`config.mk`:
```
export PLATFORM = sky130hd
export DESIGN_NAME = ra_bist_gen
export DESIGN_NICKNAME = d
export VERILOG_FILES = /design/src/rtl/ra_bist_gen.sv
export SDC_FILE = /design/constraint.sdc
export NUM_CORES = 1
export LEC_CHECK = 0
export CAP_MARGIN = 20
export CORE_AREA = 2 2 183 185
export CTS_CLUSTER_DIAMETER = 100
export CTS_CLUSTER_SIZE = 24
export DETAILED_ROUTE_END_ITERATION = 8
export DIE_AREA = 0 0 185 187
export PLACE_DENSITY_LB_ADDON = 0.3
export SYNTH_ARGS = -nofsm -noshare
export SYNTH_HDL_FRONTEND = slang
export SYNTH_SLANG_ARGS = --single-unit
```
`constraint.sdc`:
```
create_clock -name clk -period 6.3 [get_ports clk]
set_input_delay 1.89 -clock clk [delete_from_list [all_inputs] [get_ports clk]]
set_output_delay 1.89 -clock clk [all_outputs]
set_load 0.01 [all_outputs]
```
`src/rtl/ra_bist_gen.sv`:
```
// ra_bist_gen: local BIST and manual-access controller
// for parametrised register-file arrays.
module ra_bist_gen #(
    parameter int AW    = 6,
    parameter int DW    = 72,
    parameter int NRD   = 2,
    parameter int RDLAT = 1
) (
    input  logic              clk,
    input  logic              reset,
    input  logic [31:0]       ctl,
    input  logic              ctl_valid,
    output logic [31:0]       status,
    output logic [DW-1:0]     cap_dat,
    input  logic [NRD-1:0]    rd_enb_in,
    input  logic [NRD*AW-1:0] rd_adr_in,
    output logic [NRD-1:0]    rd_enb_out,
    output logic [NRD*AW-1:0] rd_adr_out,
    input  logic [NRD*DW-1:0] rd_dat,
    input  logic              wr_enb_in,
    input  logic [AW-1:0]     wr_adr_in,
    input  logic [DW-1:0]     wr_dat_in,
    output logic              wr_enb_out,
    output logic [AW-1:0]     wr_adr_out,
    output logic [DW-1:0]     wr_dat_out
);
    localparam int NB = (DW + 31) / 32;
    localparam int LS = RDLAT - 1;
    localparam logic [AW-1:0] AMAX = '1;
    localparam logic [NB*32-1:0] ALT_W = {NB{32'h5555_5555}};
    localparam logic [DW-1:0] ALT = ALT_W[DW-1:0];

    typedef enum logic [3:0] {
        FUNC, HOLD, MRD, MWD, MWR, M0, M1, M2, M3, DRAIN
    } state_t;

    state_t           state, state_d;
    logic [AW-1:0]    a, a_d;
    logic             sub, sub_d;
    logic             tt;
    logic [AW-1:0]    madr;
    logic [3:0]       mport;
    logic [7:0]       bcnt;
    logic [NB*32-1:0] wbuf;
    logic [7:0]       dcnt;

    // read pipeline: valid, kind (1 = march compare), port, adr, expect
    logic             pv [RDLAT];
    logic             pk [RDLAT];
    logic [3:0]       pp [RDLAT];
    logic [AW-1:0]    pa [RDLAT];
    logic [DW-1:0]    pe [RDLAT];

    logic             done, fail;
    logic [7:0]       fcnt, ffadr;
    logic [3:0]       ffport;

    logic [3:0]       op, mp;
    logic             take, busy, man_pend, drain_end;
    logic             cmd_abort, cmd_rd, cmd_wr, cmd_mt;
    logic             iss_v, iss_k;
    logic [3:0]       iss_p;
    logic [AW-1:0]    iss_a;
    logic [DW-1:0]    iss_e, bg, sel;
    logic             cmp_fail, cap_hit;
    logic             unused_bits;

    assign unused_bits = ^{ctl, wbuf};
    assign op = ctl[31:28];
    assign mp = 4'(32'(a) % NRD);
    assign bg = tt ? ALT : '0;
    assign drain_end = (state == DRAIN) && (dcnt == 8'(LS));

    // command decode; data beats of a manual write are never decoded
    always_comb begin
        man_pend = 1'b0;
        for (int k = 0; k < RDLAT; k++)
            if (pv[k] && !pk[k]) man_pend = 1'b1;
        busy = (state inside {MRD, MWD, MWR, M0, M1, M2, M3, DRAIN})
            || man_pend;
        take      = ctl_valid && (state != MWD);
        cmd_abort = take && (op == 4'h0);
        cmd_rd    = take && !busy && (op == 4'h8);
        cmd_wr    = take && !busy && (op == 4'h9);
        cmd_mt    = take && !busy && (op == 4'hF);
    end

    // next state and march address sequencing
    always_comb begin
        state_d = state;
        a_d     = a;
        sub_d   = sub;
        if (cmd_abort) begin
            state_d = FUNC;
        end else if (cmd_rd) begin
            state_d = MRD;
        end else if (cmd_wr) begin
            state_d = MWD;
        end else if (cmd_mt) begin
            state_d = M0;
            a_d     = '0;
            sub_d   = 1'b0;
        end else begin
            case (state)
                MRD: state_d = HOLD;
                MWD: if (ctl_valid && bcnt == 8'(NB - 1)) state_d = MWR;
                MWR: state_d = HOLD;
                M0: begin
                    if (a == AMAX) begin
                        state_d = M1;
                        a_d     = '0;
                    end else a_d = a + 1'b1;
                end
                M1: begin
                    sub_d = !sub;
                    if (sub) begin
                        if (a == AMAX) begin
                            state_d = M2;
                            a_d     = AMAX;
                        end else a_d = a + 1'b1;
                    end
                end
                M2: begin
                    sub_d = !sub;
                    if (sub) begin
                        if (a == '0) begin
                            state_d = M3;
                            a_d     = '0;
                        end else a_d = a - 1'b1;
                    end
                end
                M3: begin
                    if (a == AMAX) state_d = DRAIN;
                    else a_d = a + 1'b1;
                end
                DRAIN: if (drain_end) state_d = HOLD;
                default: ;
            endcase
        end
    end

    // read issued this cycle (manual or march)
    always_comb begin
        iss_v = 1'b0;
        iss_k = 1'b1;
        iss_p = mp;
        iss_a = a;
        iss_e = bg;
        case (state)
            MRD: begin
                iss_v = 32'(mport) < NRD;
                iss_k = 1'b0;
                iss_p = mport;
                iss_a = madr;
            end
            M1: iss_v = !sub;
            M2: begin
                iss_v = !sub;
                iss_e = ~bg;
            end
            M3: iss_v = 1'b1;
            default: ;
        endcase
    end

    // array-side outputs: pass-through in FUNC, local accesses otherwise
    always_comb begin
        rd_enb_out = '0;
        rd_adr_out = '0;
        wr_enb_out = 1'b0;
        wr_adr_out = '0;
        wr_dat_out = '0;
        if (state == FUNC) begin
            rd_enb_out = rd_enb_in;
            rd_adr_out = rd_adr_in;
            wr_enb_out = wr_enb_in;
            wr_adr_out = wr_adr_in;
            wr_dat_out = wr_dat_in;
        end
        for (int p = 0; p < NRD; p++) begin
            if (iss_v && iss_p == 4'(p)) begin
                rd_enb_out[p]           = 1'b1;
                rd_adr_out[p*AW +: AW]  = iss_a;
            end
        end
        case (state)
            MWR: begin
                wr_enb_out = 1'b1;
                wr_adr_out = madr;
                wr_dat_out = wbuf[DW-1:0];
            end
            M0: begin
                wr_enb_out = 1'b1;
                wr_adr_out = a;
                wr_dat_out = bg;
            end
            M1, M2: begin
                wr_enb_out = sub;
                wr_adr_out = sub ? a : '0;
                wr_dat_out = !sub ? '0 : (state == M1) ? ~bg : bg;
            end
            default: ;
        endcase
    end

    // read data of the port at the pipeline output
    always_comb begin
        sel = '0;
        for (int p = 0; p < NRD; p++)
            if (pp[LS] == 4'(p)) sel = rd_dat[p*DW +: DW];
        cmp_fail = pv[LS] && pk[LS] && (sel != pe[LS]) && !cmd_abort;
        cap_hit  = pv[LS] && !pk[LS] && !cmd_abort;
    end

    // FSM state and counters
    always_ff @(posedge clk) begin
        if (reset) begin
            state <= FUNC;
            a     <= '0;
            sub   <= 1'b0;
            tt    <= 1'b0;
            madr  <= '0;
            mport <= '0;
            bcnt  <= '0;
            wbuf  <= '0;
            dcnt  <= '0;
        end else begin
            state <= state_d;
            a     <= a_d;
            sub   <= sub_d;
            if (cmd_mt) tt <= ctl[0];
            if (cmd_rd || cmd_wr) begin
                madr  <= ctl[AW-1:0];
                mport <= ctl[11:8];
            end
            if (cmd_wr) begin
                bcnt <= '0;
            end else if (state == MWD && ctl_valid) begin
                bcnt <= bcnt + 1'b1;
                for (int i = 0; i < NB; i++)
                    if (bcnt == 8'(i)) wbuf[i*32 +: 32] <= ctl;
            end
            dcnt <= (state == DRAIN) ? dcnt + 1'b1 : '0;
        end
    end

    // read pipeline matching the array read latency
    always_ff @(posedge clk) begin
        if (reset) begin
            for (int k = 0; k < RDLAT; k++) begin
                pv[k] <= 1'b0;
                pk[k] <= 1'b0;
                pp[k] <= '0;
                pa[k] <= '0;
                pe[k] <= '0;
            end
        end else begin
            pv[0] <= iss_v && !cmd_abort;
            pk[0] <= iss_k;
            pp[0] <= iss_p;
            pa[0] <= iss_a;
            pe[0] <= iss_e;
            for (int k = 1; k < RDLAT; k++) begin
                pv[k] <= pv[k-1] && !cmd_abort;
                pk[k] <= pk[k-1];
                pp[k] <= pp[k-1];
                pa[k] <= pa[k-1];
                pe[k] <= pe[k-1];
            end
        end
    end

    // sticky result flags, fail count and first-fail record
    always_ff @(posedge clk) begin
        if (reset || cmd_abort || cmd_mt) begin
            done   <= 1'b0;
            fail   <= 1'b0;
            fcnt   <= '0;
            ffadr  <= '0;
            ffport <= '0;
        end else begin
            if (cmd_rd || cmd_wr) done <= 1'b0;
            if (drain_end) done <= 1'b1;
            if (cmp_fail) begin
                fail <= 1'b1;
                if (fcnt != 8'hFF) fcnt <= fcnt + 1'b1;
                if (!fail) begin
                    ffadr  <= 8'(pa[LS]);
                    ffport <= pp[LS];
                end
            end
        end
    end

    // manual read capture
    always_ff @(posedge clk) begin
        if (reset) cap_dat <= '0;
        else if (cap_hit) cap_dat <= sel;
    end

    assign status = {state != FUNC, busy, done, fail,
                     fcnt, ffadr, ffport, 8'h00};

endmodule

```
# == Word level (Yosys, flattened, before mapping) ==
# Memory sizes are Yosys's and may differ from the RTL's. A register that Yosys moved wholly into a read port is not among the register bits.
# Index checks and enable logic that the tools add are counted.
# totals
ff_bits,196
mem_bits_rw,84
n_memories,5
# classes
order_cmp,1
n_eq_ne,52
n_reduce_logical,66
addsub,5
muxes,61
bitwise_logic,6
# mem_list
name,words,word_bits,read_ports,rd_clocked_by_memory_dff,wr,line,rtl
pe,1,72,1,0,1,52,logic [DW-1:0] pe [RDLAT];
pa,1,6,1,1,1,51,logic [AW-1:0] pa [RDLAT];
pp,1,4,1,0,1,50,logic [3:0] pp [RDLAT];
pk,1,1,1,0,1,49,logic pk [RDLAT];
pv,1,1,1,0,1,48,logic pv [RDLAT];
# op_table
op,n
72-bit 2-to-1 mux,7
72-bit case mux with 3 select lines,1
6-bit 2-to-1 mux,13
72-bit inequality test,1
71-bit inverter with 72-bit output,1
72-bit OR reduction,1
71-bit 2-to-1 mux,1
4-bit 2-to-1 mux,10
9-bit AND reduction,4
4-bit case mux with 7 select lines,1
"5-bit inequality test, second input constant",5
"8-bit by 1-bit adder with 8-bit output, second input constant",3
6-bit case mux with 4 select lines,1
"4-bit equality test, second input constant",5
"4-bit inequality test, second input constant",5
1-bit 2-to-1 mux,19
"3-bit inequality test, second input constant",6
6-bit case mux with 3 select lines,1
1-bit logical AND,17
"4-bit by 3-bit equality test with 1-bit output, second input constant",4
4-bit logical NOT,4
8-bit logical NOT,2
8-bit nonzero test,2
"5-bit by 4-bit inequality test with 1-bit output, second input constant",3
39 further kinds,74

# == Logic depth before layout (Yosys ltp) ==
# Gate-level depths: netlist of the first run.
# An unclocked memory read counts as a cell.
# logic_depth
depth_word,11
ltp_mapped,14
depth_no_buf,10

# == Worst setup path before layout of the first run ==
# No wires, ideal clock.
# synth_path
path_type,input -> output
startpoint,in wr_dat_in[0]
endpoint,out wr_dat_out[0]
path_slack_ns,2.182
required_ns,4.410
path_stages,1
arrival_ns,2.228
path_buffers,0
cell_sequence,a221o_1
# synth_between
elab_chain_cells,2
# synth_rtl
element,line,rtl
start: declaration,22,"input logic [DW-1:0] wr_dat_in,"
72-bit 2-to-1 mux,173,if (state == FUNC) begin
72-bit case mux with 3 select lines,186,case (state)
end: declaration,25,output logic [DW-1:0] wr_dat_out
# Every way passes these cells.

# == Final worst setup path of the first run ==
# layout_path
startpoint,reg state[2]
endpoint,out wr_dat_out[60]
# layout_between
elab_chain_cells,4
# layout_rtl
element,line,rtl
start: declaration,37,"state_t state, state_d;"
start signal: assignment,228,state <= state_d;
4-bit by 3-bit equality test with 1-bit output,"186, 200",
72-bit 2-to-1 mux (2 in series),200,wr_dat_out = !sub ? '0 : (state == M1) ? ~bg : bg;
72-bit case mux with 3 select lines (*),186,
# Mark *: on every way between the ends. The rest lies on a longest branch, timed or not.

==> parameters.txt, run 1 <==
Parameter                              Value

Floorplan
  Starting Density ... 0.345
  Ports placed on the boundary ... 469
  Height of the die ... 187 um
  Row count ... 67
  Die span in x ... 185 um
  Core area ... 32,900 um^2
  Die area ... 34,600 um^2

Placement
  Weighted congestion at the end of routability-driven global placement ... 0.896
  Setup WS pre-CTS ... 1.22 ns
  Area of placed instances ... 16,100 um^2
  DP Cell Count ... 2,245
  Half-perimeter wire length after placement ... 32.0 mm
  Count of buffers from port buffering ... 458

Final layout
  Final design utilization ... 0.500
  Layout Area Growth over Synthesis ... 45.2%
  Total number of nets in the final design ... 2,094
  Final cell count without fillers ... 2,265
  Final cell area excluding filler cells ... 16,400 um^2
  Share of final-layout standard cells stronger than drive strength 1 ... 0.0386
  Filler cell count ... 3,240

Synth
  Number of cells produced by synthesis ... 1,443
  Part of the Yosys area used for sequential elements ... 0.382
  Mean post-synth cell area ... 7.85 um^2
  Cell taking the most area after synthesis ... sky130_fd_sc_hd__dfxtp_1
  Synth warnings ... 0
  Main synth FF type ... sky130_fd_sc_hd__dfxtp_1
  Cell variety after synth ... 67
  Synth Cell Area ... 11,300 um^2
  Top cells by area, synth ... sky130_fd_sc_hd__dfxtp_1 38%, sky130_fd_sc_hd__nand2_1 9.4%, sky130_fd_sc_hd__mux2i_1 7.2%, sky130_fd_sc_hd__a21oi_1 7.1%, sky130_fd_sc_hd__a221o_1 6.5%
  Number of enable-type register cells in the synthesized netlist ... 0
  Synthesis-stage register bit count ... 216
  Synth top area share ... 0.382
  Fraction of synthesis flops using an asynchronous set or reset pin ... 0

Worst setup path
  Reg2Reg Launch Point ... pp[0][0]
  Worst Path Required ... 4.41 ns
  R2r setup slk ... 2.32 ns
  Critical R2R Capture ... fcnt[4]
  Worst Setup SP ... state[2]
  Highest cell delay on the worst timing path ... 0.67 ns
  Count of cells along the worst register-to-register path ... 10
  Cell at the slowest stage of the critical path ... sky130_fd_sc_hd__dfxtp_1
  Highest net fanout along the worst path ... 73
  Ordered list of cells on the worst path ... nand2b_1, nor2_4, buf_4, a221o_1, clkdlybuf4s50_1
  Critical Path Sink ... wr_dat_out[60]
  Worst EP arrival ... 3.29 ns
  Setup CP Type ... flip-flop to primary output
  Setup crit start kind ... flip-flop
  Crit path capture type ... primary output

Route
  Final wirelength ... 42.8 mm
  Total via count in the routed design ... 11,900
  Drt drc ... 0
  DRT Pass-1 Iters ... 6
  Number of design-rule violations left by the first detailed-router iteration ... 628
  Routed len/inst ... 18.9 um
  Post-detailed-route via-to-cell ratio ... 5.26
  Antenna-violating nets left ... 0

Global routing
  Global-route wire length before repair ... 64.6 mm
  Maximum number of pins on one net before global-route repair ... 109
  Via count of the first global-routing pass ... 11,300
  Overflow left after global routing ... 0
  Overall routing resource usage ... 0.236
  Initial antenna violation count ... 5

Clock network
  Number of post-CTS setup repair buffers ... 0
  Cts repair resizes ... 0
  Clock slew at reported path FFs ... 0.10 ns
  Cell at the root of the clock tree ... sky130_fd_sc_hd__clkbuf_16
  TritonCTS clock tree ... done
  TritonCTS Buffers ... 13
  TritonCTS sink count ... 216
  Post-CTS Hold Fix Bufs ... 0
  Depth of the CTS H-tree ... 1
  Clock Path Buffers ... 3
  Clock latency on the worst-skew pair ... 0.48 ns

STA
  Unrepaired setup endpoints after global routing ... no
  Skew final ... 0.0209 ns
  Count of final max-slew check failures ... 0
  Worst slew slack as a fraction of its limit ... 0.337
  Final setup slack of the worst path ... 1.12 ns
  Highest clock frequency the design can meet ... 0.193 GHz
  Setup TNS ... 0 ns
  Measured slew at the worst slew-check pin ... 0.995 ns
  Final hold violation count ... 0
  Final worst path period share ... 0.822
  Setup violators final ... 0
  Final Critical Period ... 5.18 ns
  WHS ... 0.437 ns

Power
  Maximum vdd drop ... 0.134 mV
  Lkg Pwr ... 5.72 nW
  Ratio of total power to cell area ... 189 nW/um^2
  Power Total ... 3.10 mW

Min path
  Tightest Hold Check Type ... flip-flop to flip-flop
  Hold path startpoint ... pa[0][2]

Status
  Run status ... complete, no violations

Run
  Number of maximum-capacitance violations ... 0
[kinds of logic after synthesis]
| logic type | after synthesis | share of synthesized area |
|---|---|---|
| AO/OA/AOI/OAI | 321 | 0.192 |
| other | 1 | 0.000331 |
| multiplexers | 100 | 0.0904 |
| flip-flops | 216 | 0.382 |
| XOR/XNOR | 18 | 0.0139 |
| buffers and inverters | 153 | 0.0625 |
| adder cells (fa/ha/maj) | 10 | 0.0111 |
| AND/OR/NAND/NOR | 624 | 0.248 |
[report_power, final]
group | internal (mW) | total, mW | switching [mW]
Sequential | 1.37 | 1.39 | 0.0200
Clock | 0.385 | 0.869 | 0.484
Combinational | 0.472 | 0.838 | 0.366
[cell usage after synthesis (all sizes together) (3+ instances only)]
cell type / number
and3: 10
buf: 42
clkbuf: 91
nor2: 160
xor2: 13
a21oi: 163
and2: 4
o31ai: 8
a222oi: 6
a221o: 74
nand2b: 9
nor3: 36
dfxtp: 216
a211oi: 3
or4: 17
inv: 20
mux2: 18
nor4: 10
nand2: 285
nand4: 17
or3: 12
nor2b: 7
a22oi: 5
o21ai: 25
nand4b: 7
ha: 10
nand3: 31
mux2i: 82
or2: 8
xnor2: 5
a31oi: 3
o211ai: 12
[critical path, delay by kind of cell (launching register included)]
family / cells / cell delay (ns)
AOI/OAI and AO/OA: 1 / 0.32
and+or+nand+nor: 2 / 0.59
buffers and inverters: 2 / 1.18
DFF: 1 / 0.67
[cell type report]
type | instances | area (um^2) | area share
repair buffers | 478 | 4740 | 0.288
multi-input cells | 1083 | 6370 | 0.388
clock buffers | 14 | 329 | 0.0200
diodes | 3 | 7.51 | 0.000457
well taps | 448 | 561 | 0.0341
clock inverters | 3 | 30.0 | 0.00183
flip-flops and latches | 216 | 4330 | 0.263
inverters | 20 | 75.1 | 0.00457
[state kept, by name, summed over array words and instances, names as in the netlist, 2 cells and up]
register  cells
a             6
ffadr         6
fcnt          8
wbuf         72
bcnt          8
pa            6
madr          6
mport         4
ffport        4
state         4
pp            4
dcnt          8
cap_dat      72
pe            2
[layer usage]
metal	vias up	GRT usage	share of wire
met5	-	0	0.00030
met1	5606	0.281	0.39
met4	2	0.0644	0.025
li1	5810	-	-
met2	456	0.427	0.51
met3	51	0.0460	0.075
[cells in the final DEF (no fill, tap or decap), drive strengths merged, types with 7 or more instances in the layout]
cell and count:
or3 12, nand2 285, a221o 74, buf 21, o211ai 12, or2 8
o31ai 8, mux2 18, o21ai 25, nor3 36, nand4 17, xor2 13
and3 10, nand4b 7, or4 17, nor4 10, nand3 31, ha 10
nand2b 9, clkbuf 14, mux2i 82, nor2 160, conb 10, inv 21
clkdlybuf4s50 457, dfxtp 216, nor2b 7, a21oi 163
[worst min-delay path by stage]
stage / to / slack (ns) / cells after the start
6_report: ffadr[2] / 0.44 / 2
5_1_grt: ffadr[1] / 0.47 / 2
4_1_cts: ffadr[2] / 0.45 / 2
3_5_place_dp: ffadr[2] / 0.43 / 2
3_3_place_gp: ffadr[2] / 0.43 / 2
2_1_floorplan: ffadr[0] / 0.42 / 2
Power figures use the tool's default switching activity.
==> run 2: changes to the inputs <==
Settings changed: CORE_AREA 2 2 183 185 to 2 2 184 186, DIE_AREA 0 0 185 187 to 0 0 186 188.
Clock period 6.3 ns to 5.2 ns, I/O delays scaled along.
==> parameters.txt, run 2 (synthesis results as in run 1) <==
Parameter                              Value

Route
  Final wirelength ... 43.2 mm (+0.97%)
  DRT Pass-1 Iters ... 9 (+3)
  Post-detailed-route via-to-cell ratio ... 5.28 (+0.37%)
  Routed met2 length ... 21.8 mm (+0.58%)
  Number of design-rule violations left by the first detailed-router iteration ... 809 (+29%)
  Antenna-violating nets left ... 0 (unchanged)
  Routed length on met1 ... 16.5 mm (-2.3%)
  Met3 routed wirelength ... 3.58 mm (+11%)
  Highest layer used for signal routing ... met5
  Drt drc ... 0 (unchanged)
  Total via count in the routed design ... 12,000 (+0.64%)
  Routed len/inst ... 19.0 um (+0.70%)

Worst setup path
  Crit path capture type ... primary output
  Critical Path Sink ... wr_dat_out[26]
  Critical R2R Capture ... ffadr[2]
  Highest net fanout along the worst path ... 36 (-51%)
  Worst Setup SP ... state[1]
  Setup crit start kind ... flip-flop
  Reg2Reg Launch Point ... pp[0][0]
  Count of cells along the worst register-to-register path ... 10 (unchanged)
  Worst EP arrival ... 3.28 ns (about the same)
  Worst Path Required ... 3.64 ns (-0.77 ns)
  Setup CP Type ... flip-flop to primary output
  R2r setup slk ... 1.30 ns (-1.02 ns)

Floorplan
  Die span in x ... 186 um (+0.54%)
  Starting Density ... 0.342 (-0.00262)
  Row count ... 67 (unchanged)
  Height of the die ... 188 um (+0.53%)
  Die area ... 35,000 um^2 (+1.1%)
  Core area ... 33,100 um^2 (+0.77%)
  Ports placed on the boundary ... 469 (unchanged)

Final layout
  Final cell count without fillers ... 2,271 (+0.26%)
  Largest registers ... cap_dat: 72 flops, wbuf: 72 flops
  Most common library cell in the layout ignoring fill and taps ... sky130_fd_sc_hd__clkdlybuf4s50_1
  Share of final-layout standard cells stronger than drive strength 1 ... 0.0407 (+0.00209)
  Commonest non-fill, non-tap cells in the layout ... 457 x sky130_fd_sc_hd__clkdlybuf4s50_1, 285 x sky130_fd_sc_hd__nand2_1, 215 x sky130_fd_sc_hd__dfxtp_1
  Final design utilization ... 0.499 (-0.00100)
  Layout Area Growth over Synthesis ... 46.0%
  Total number of nets in the final design ... 2,097 (+0.14%)

STA
  Skew final ... 0.0207 ns (-0.000198 ns)
  Final hold violation count ... 0 (unchanged)
  Setup violators final ... 0 (unchanged)
  Setup TNS ... 0 ns (unchanged)
  Worst slew slack as a fraction of its limit ... 0.314 (-0.0225)
  Highest clock frequency the design can meet ... 0.207 GHz
  Final setup slack of the worst path ... 0.358 ns (-0.764 ns)
  Measured slew at the worst slew-check pin ... 1.03 ns (+0.0337 ns)
  Unrepaired setup endpoints after global routing ... no
  Final Critical Period ... 4.84 ns
  Count of final max-slew check failures ... 0 (unchanged)
  Final worst path period share ... 0.931

Clock network
  TritonCTS Buffers ... 13 (unchanged)
  TritonCTS clock tree ... done
  Depth of the CTS H-tree ... 1 (unchanged)
  Clock slew at reported path FFs ... 0.10 ns (about the same)
  Clock Path Buffers ... 3 (unchanged)
  Clock latency on the worst-skew pair ... 0.49 ns (about the same)
  Cts repair resizes ... 0 (unchanged)
  TritonCTS sink count ... 216 (unchanged)
  Cell at the root of the clock tree ... sky130_fd_sc_hd__clkbuf_16
  Post-CTS Hold Fix Bufs ... 0 (unchanged)
  Number of post-CTS setup repair buffers ... 0 (unchanged)

Power
  Maximum vdd drop ... 0.181 mV (+35%)
  Lkg Pwr ... 5.77 nW (+0.81%)
  Ratio of total power to cell area ... 231 nW/um^2 (+22%)

Global routing
  Global-route wire length before repair ... 63.5 mm (-1.8%)
  Maximum number of pins on one net before global-route repair ... 95 (-13%)
  Overall routing resource usage ... 0.232 (-0.00357)
  Initial antenna violation count ... 6 (+1)
  Overflow left after global routing ... 0 (unchanged)
  Via count of the first global-routing pass ... 11,200 (-0.51%)

Placement
  Count of buffers from port buffering ... 458 (unchanged)
  Half-perimeter wire length after placement ... 32.8 mm (+2.5%)
  Setup WS pre-CTS ... 0.581 ns (-0.643 ns)
  Weighted congestion at the end of routability-driven global placement ... 0.917 (+2.3%)
  DP Cell Count ... 2,248 (+0.13%)

Status
  Run status ... complete, no violations

Min path
  Tightest Hold Check Type ... flip-flop to flip-flop
  Hold path startpoint ... pa[0][1]

Run
  Number of maximum-capacitance violations ... 0 (unchanged)
-- run 2: cell count changes in the layout (fill, tap and decap cells not counted), sizes merged --
cell	delta
buf	+3
inv	+1
diode	+1
clkinv	-2
clkbuf	+3
-- run 2: layer usage --
layer | up-vias | track usage
met1 | 5631 | 0.264
met4 | 4 | 0.0815
li1 | 5833 | -
met3 | 57 | 0.0503
met2 | 476 | 0.422
met5 | - | 0
-- run 2: final cells by class --
| cell class | count | area [um^2] |
|---|---|---|
| clock inverters | 2 | 28.8 |
| flip-flops and latches | 216 | 4330 |
| fillers | 3197 | 16600 |
| diodes | 4 | 10.0 |
| multi-input cells | 1083 | 6370 |
| clock buffers | 17 | 360 |
| well taps | 448 | 561 |
| inverters | 20 | 75.1 |
| repair buffers | 481 | 4800 |
-- run 2: metrics by stage --
stage | area, um^2 | total power [mW] | hold slack, ns
after CTS | 16500 | 3.85 | 0.460
after global routing | 16500 | 3.96 | 0.464
after detailed placement | 16100 | 2.75 | 0.440
after global placement | 16100 | 2.75 | 0.434
after floorplan | 11400 | 2.17 | 0.421
final | 16500 | 3.81 | 0.452
-- run 2: worst min path at each step --
stage,cells after the start,endpoint,slack (ns)
2_1_floorplan,2,ffadr[0],0.42
4_1_cts,2,cap_dat[39],0.46
5_1_grt,2,ffadr[1],0.46
3_3_place_gp,2,ffadr[2],0.43
3_5_place_dp,2,ffadr[0],0.44
6_report,2,ffadr[1],0.45
-- run 2: critical path, stage by stage, from the launching register on --
cell and delay (ns):
sky130_fd_sc_hd__dfxtp_1 0.63, sky130_fd_sc_hd__inv_1 0.18, sky130_fd_sc_hd__nor4b_1 0.30, sky130_fd_sc_hd__a31oi_1 0.12, sky130_fd_sc_hd__nor2_4 0.72, sky130_fd_sc_hd__a221o_1 0.27
sky130_fd_sc_hd__clkdlybuf4s50_1 0.55
-- run 2: power breakdown --
part	leakage (nW)	switching [mW]	internal [mW]
clock	0.191	0.594	0.503
sequential	1.74	0.0223	1.66
combinational	3.84	0.449	0.580
==> run 3: changes to the inputs <==
Settings changed: PLACE_DENSITY set to 0.71, PLACE_DENSITY_LB_ADDON 0.3 to unset.
==> parameters.txt, run 3 (synthesis results as in run 1) <==
Parameter                              Value

Status
  Run status ... complete, no violations

Placement
  Count of buffers from port buffering ... 458 (unchanged)
  Weighted congestion at the end of routability-driven global placement ... 0.923 (+0.68%)
  Setup WS pre-CTS ... 0.519 ns (-0.0617 ns)
  Half-perimeter wire length after placement ... 32.8 mm (about the same)

Route
  Highest layer used for signal routing ... met5
  Final wirelength ... 43.3 mm (+0.20%)
  DRT Pass-1 Iters ... 6 (-3)
  Number of design-rule violations left by the first detailed-router iteration ... 972 (+20%)
  Post-detailed-route via-to-cell ratio ... 5.33 (+0.92%)
  Routed len/inst ... 19.1 um (+0.16%)
  Drt drc ... 0 (unchanged)
  Total via count in the routed design ... 12,100 (+0.97%)
  Antenna-violating nets left ... 0 (unchanged)
  Routed met2 length ... 21.7 mm (-0.45%)
  Routed length on met1 ... 16.6 mm (+0.75%)
  Met3 routed wirelength ... 3.64 mm (+1.7%)

Final layout
  Most common library cell in the layout ignoring fill and taps ... sky130_fd_sc_hd__clkdlybuf4s50_1
  Filler cell count ... 3,151 (-1.4%)
  Largest registers ... cap_dat: 72 flops, wbuf: 72 flops
  Total number of nets in the final design ... 2,103 (+0.29%)
  Share of final-layout standard cells stronger than drive strength 1 ... 0.0434 (+0.00268)
  Layout Area Growth over Synthesis ... 46.1% (about the same)
  Commonest non-fill, non-tap cells in the layout ... 457 x sky130_fd_sc_hd__clkdlybuf4s50_1, 285 x sky130_fd_sc_hd__nand2_1, 215 x sky130_fd_sc_hd__dfxtp_1
  Final design utilization ... 0.500 (about the same)
  Combined area of the multi-input logic cells ... 6370 um^2 (unchanged)
  Sequential standard cell area ... 4330 um^2 (unchanged)

Clock network
  Clock slew at reported path FFs ... 0.09 ns (about the same)
  Depth of the CTS H-tree ... 1 (unchanged)
  TritonCTS sink count ... 216 (unchanged)
  Cell at the root of the clock tree ... sky130_fd_sc_hd__clkbuf_16
  Cts repair resizes ... 0 (unchanged)
  Post-CTS Hold Fix Bufs ... 0 (unchanged)
  TritonCTS Buffers ... 13 (unchanged)
  Number of post-CTS setup repair buffers ... 0 (unchanged)
  Clock latency on the worst-skew pair ... 0.47 ns (-0.02 ns)
  Clock Path Buffers ... 3 (unchanged)
  TritonCTS clock tree ... done

STA
  Final worst path period share ... 0.923 (-0.00796)
  Final setup slack of the worst path ... 0.400 ns (+0.0414 ns)
  Unrepaired setup endpoints after global routing ... no
  Setup violators final ... 0 (unchanged)
  Final hold violation count ... 0 (unchanged)
  Worst slew slack as a fraction of its limit ... 0.321 (+0.00656)
  Final Critical Period ... 4.80 ns (-0.0414 ns)
  Skew final ... 0.0215 ns (+0.000782 ns)
  Highest clock frequency the design can meet ... 0.208 GHz (+0.86%)
  Measured slew at the worst slew-check pin ... 1.01 ns (-0.0154 ns)
  Setup TNS ... 0 ns (unchanged)
  Count of final max-slew check failures ... 0 (unchanged)

Power
  Internal ... 2.73 mW (-0.54%)
  Lkg Pwr ... 5.79 nW (+0.36%)
  Maximum vdd drop ... 0.216 mV (+20%)
  Ratio of total power to cell area ... 229 nW/um^2 (-0.64%)
  Net Sw Power ... 1.06 mW (-0.59%)
  Sw Ratio ... 0.279 (about the same)
  Combinational share of power ... 0.276 (+0.006)
  Clock Power Share ... 0.279 (-0.009)
  Register share of total power ... 0.445 (+0.003)

Worst setup path
  Critical Path Sink ... wr_adr_out[2]
  Crit path capture type ... primary output
  Setup CP Type ... flip-flop to primary output
  Count of cell instances traversed by the critical path ... 6 (unchanged)
  Worst Path Required ... 3.64 ns (about the same)
  Count of cells along the worst register-to-register path ... 10 (unchanged)
  Worst Setup SP ... state[2]
  Cell at the slowest stage of the critical path ... sky130_fd_sc_hd__nor2_4
  Cell type group with the largest total delay on the critical path ... simple AND/OR/NAND/NOR gates
  Highest net fanout along the worst path ... 28 (-22%)
  Setup crit start kind ... flip-flop
  Highest cell delay on the worst timing path ... 0.70 ns (-0.02 ns)
  Reg2Reg Launch Point ... pp[0][0]
  Ordered list of cells on the worst path ... nand2b_1, nor2_4, buf_4, a222oi_1, inv_1, clkdlybuf4s50_1
  Critical R2R Capture ... ffadr[2]
  Worst EP arrival ... 3.24 ns (-0.04 ns)
  R2r setup slk ... 1.38 ns (+0.08 ns)
  Buffers plus inverters on the worst setup path ... 3 (+1)

Global routing
  Global-route wire length before repair ... 63.2 mm (-0.40%)
  Maximum number of pins on one net before global-route repair ... 72 (-24%)
  Initial antenna violation count ... 4 (-2)
  Via count of the first global-routing pass ... 11,300 (+0.67%)
  Overflow left after global routing ... 0 (unchanged)
  Overall routing resource usage ... 0.231 (-0.00124)

Floorplan
  Height of the die ... 188 um (unchanged)
  Starting Density ... 0.342 (unchanged)
  Ports placed on the boundary ... 469 (unchanged)
  Die area ... 35,000 um^2 (unchanged)
  Core area ... 33,100 um^2 (unchanged)
  Die span in x ... 186 um (unchanged)
  Row count ... 67 (unchanged)

Min path
  Tightest Hold Check Type ... flip-flop to flip-flop
  Hold path startpoint ... pa[0][0]

Run
  Number of maximum-capacitance violations ... 0 (unchanged)
==> run 3: cell count changes in the layout (fill, tap and decap cells not counted), sizes merged <==
cell and change:
clkinv +1, inv -1, diode -2, clkbuf -3, buf +6
==> run 3: final cells by class <==
class                      instances  share of cell area
multi-input combinational       1083               0.385
timing repair buffer             487               0.293
sequential                       216               0.262
tap                              448              0.0339
clock buffer                      14              0.0205
inverter                          20             0.00454
clock inverter                     2             0.00151
antenna                            2            0.000302
==> run 3: worst reg2reg max path, delay by kind of cell (launching register included) <==
family	cells	cell delay, ns
simple gates	5	1.62
flops	1	0.73
buf+inv	2	0.67
compound gates	2	0.41
mux	1	0.29
==> run 3: through the flow <==
stage	instances	hold WS (ns)	power (mW)	area, um^2
6_report	2272	0.446	3.79	16500
5_1_grt	2272	0.452	3.95	16500
4_1_cts	2270	0.436	3.83	16500
3_5_place_dp	2254	0.443	2.77	16200
3_3_place_gp	2254	0.433	2.76	16200
2_1_floorplan	1452	0.421	2.17	11400
==> run 3: how the worst min path moves through the flow <==
stage,endpoint,slack (ns),depth (start not counted)
after floorplan,ffadr[0],0.42,2
after global placement,ffadr[1],0.43,2
after detailed placement,ffadr[0],0.44,2
after CTS,ffadr[0],0.44,2
after global routing,ffadr[0],0.45,2
final,ffadr[0],0.45,2
==> run 3: per-layer routing <==
layer,vias to the layer above,track usage
met5,-,0
met2,530,0.422
met4,4,0.0718
li1,5820,-
met3,69,0.0464
met1,5694,0.267
==> run 3: power groups by stage <==
stage	registers [mW]	logic (mW)	clock network, mW
final	1.69	1.05	1.06
after global routing	1.69	1.11	1.15
after CTS	1.69	1.05	1.10
after detailed placement	1.72	1.04	0
after global placement	1.72	1.04	0
after floorplan	1.71	0.460	0
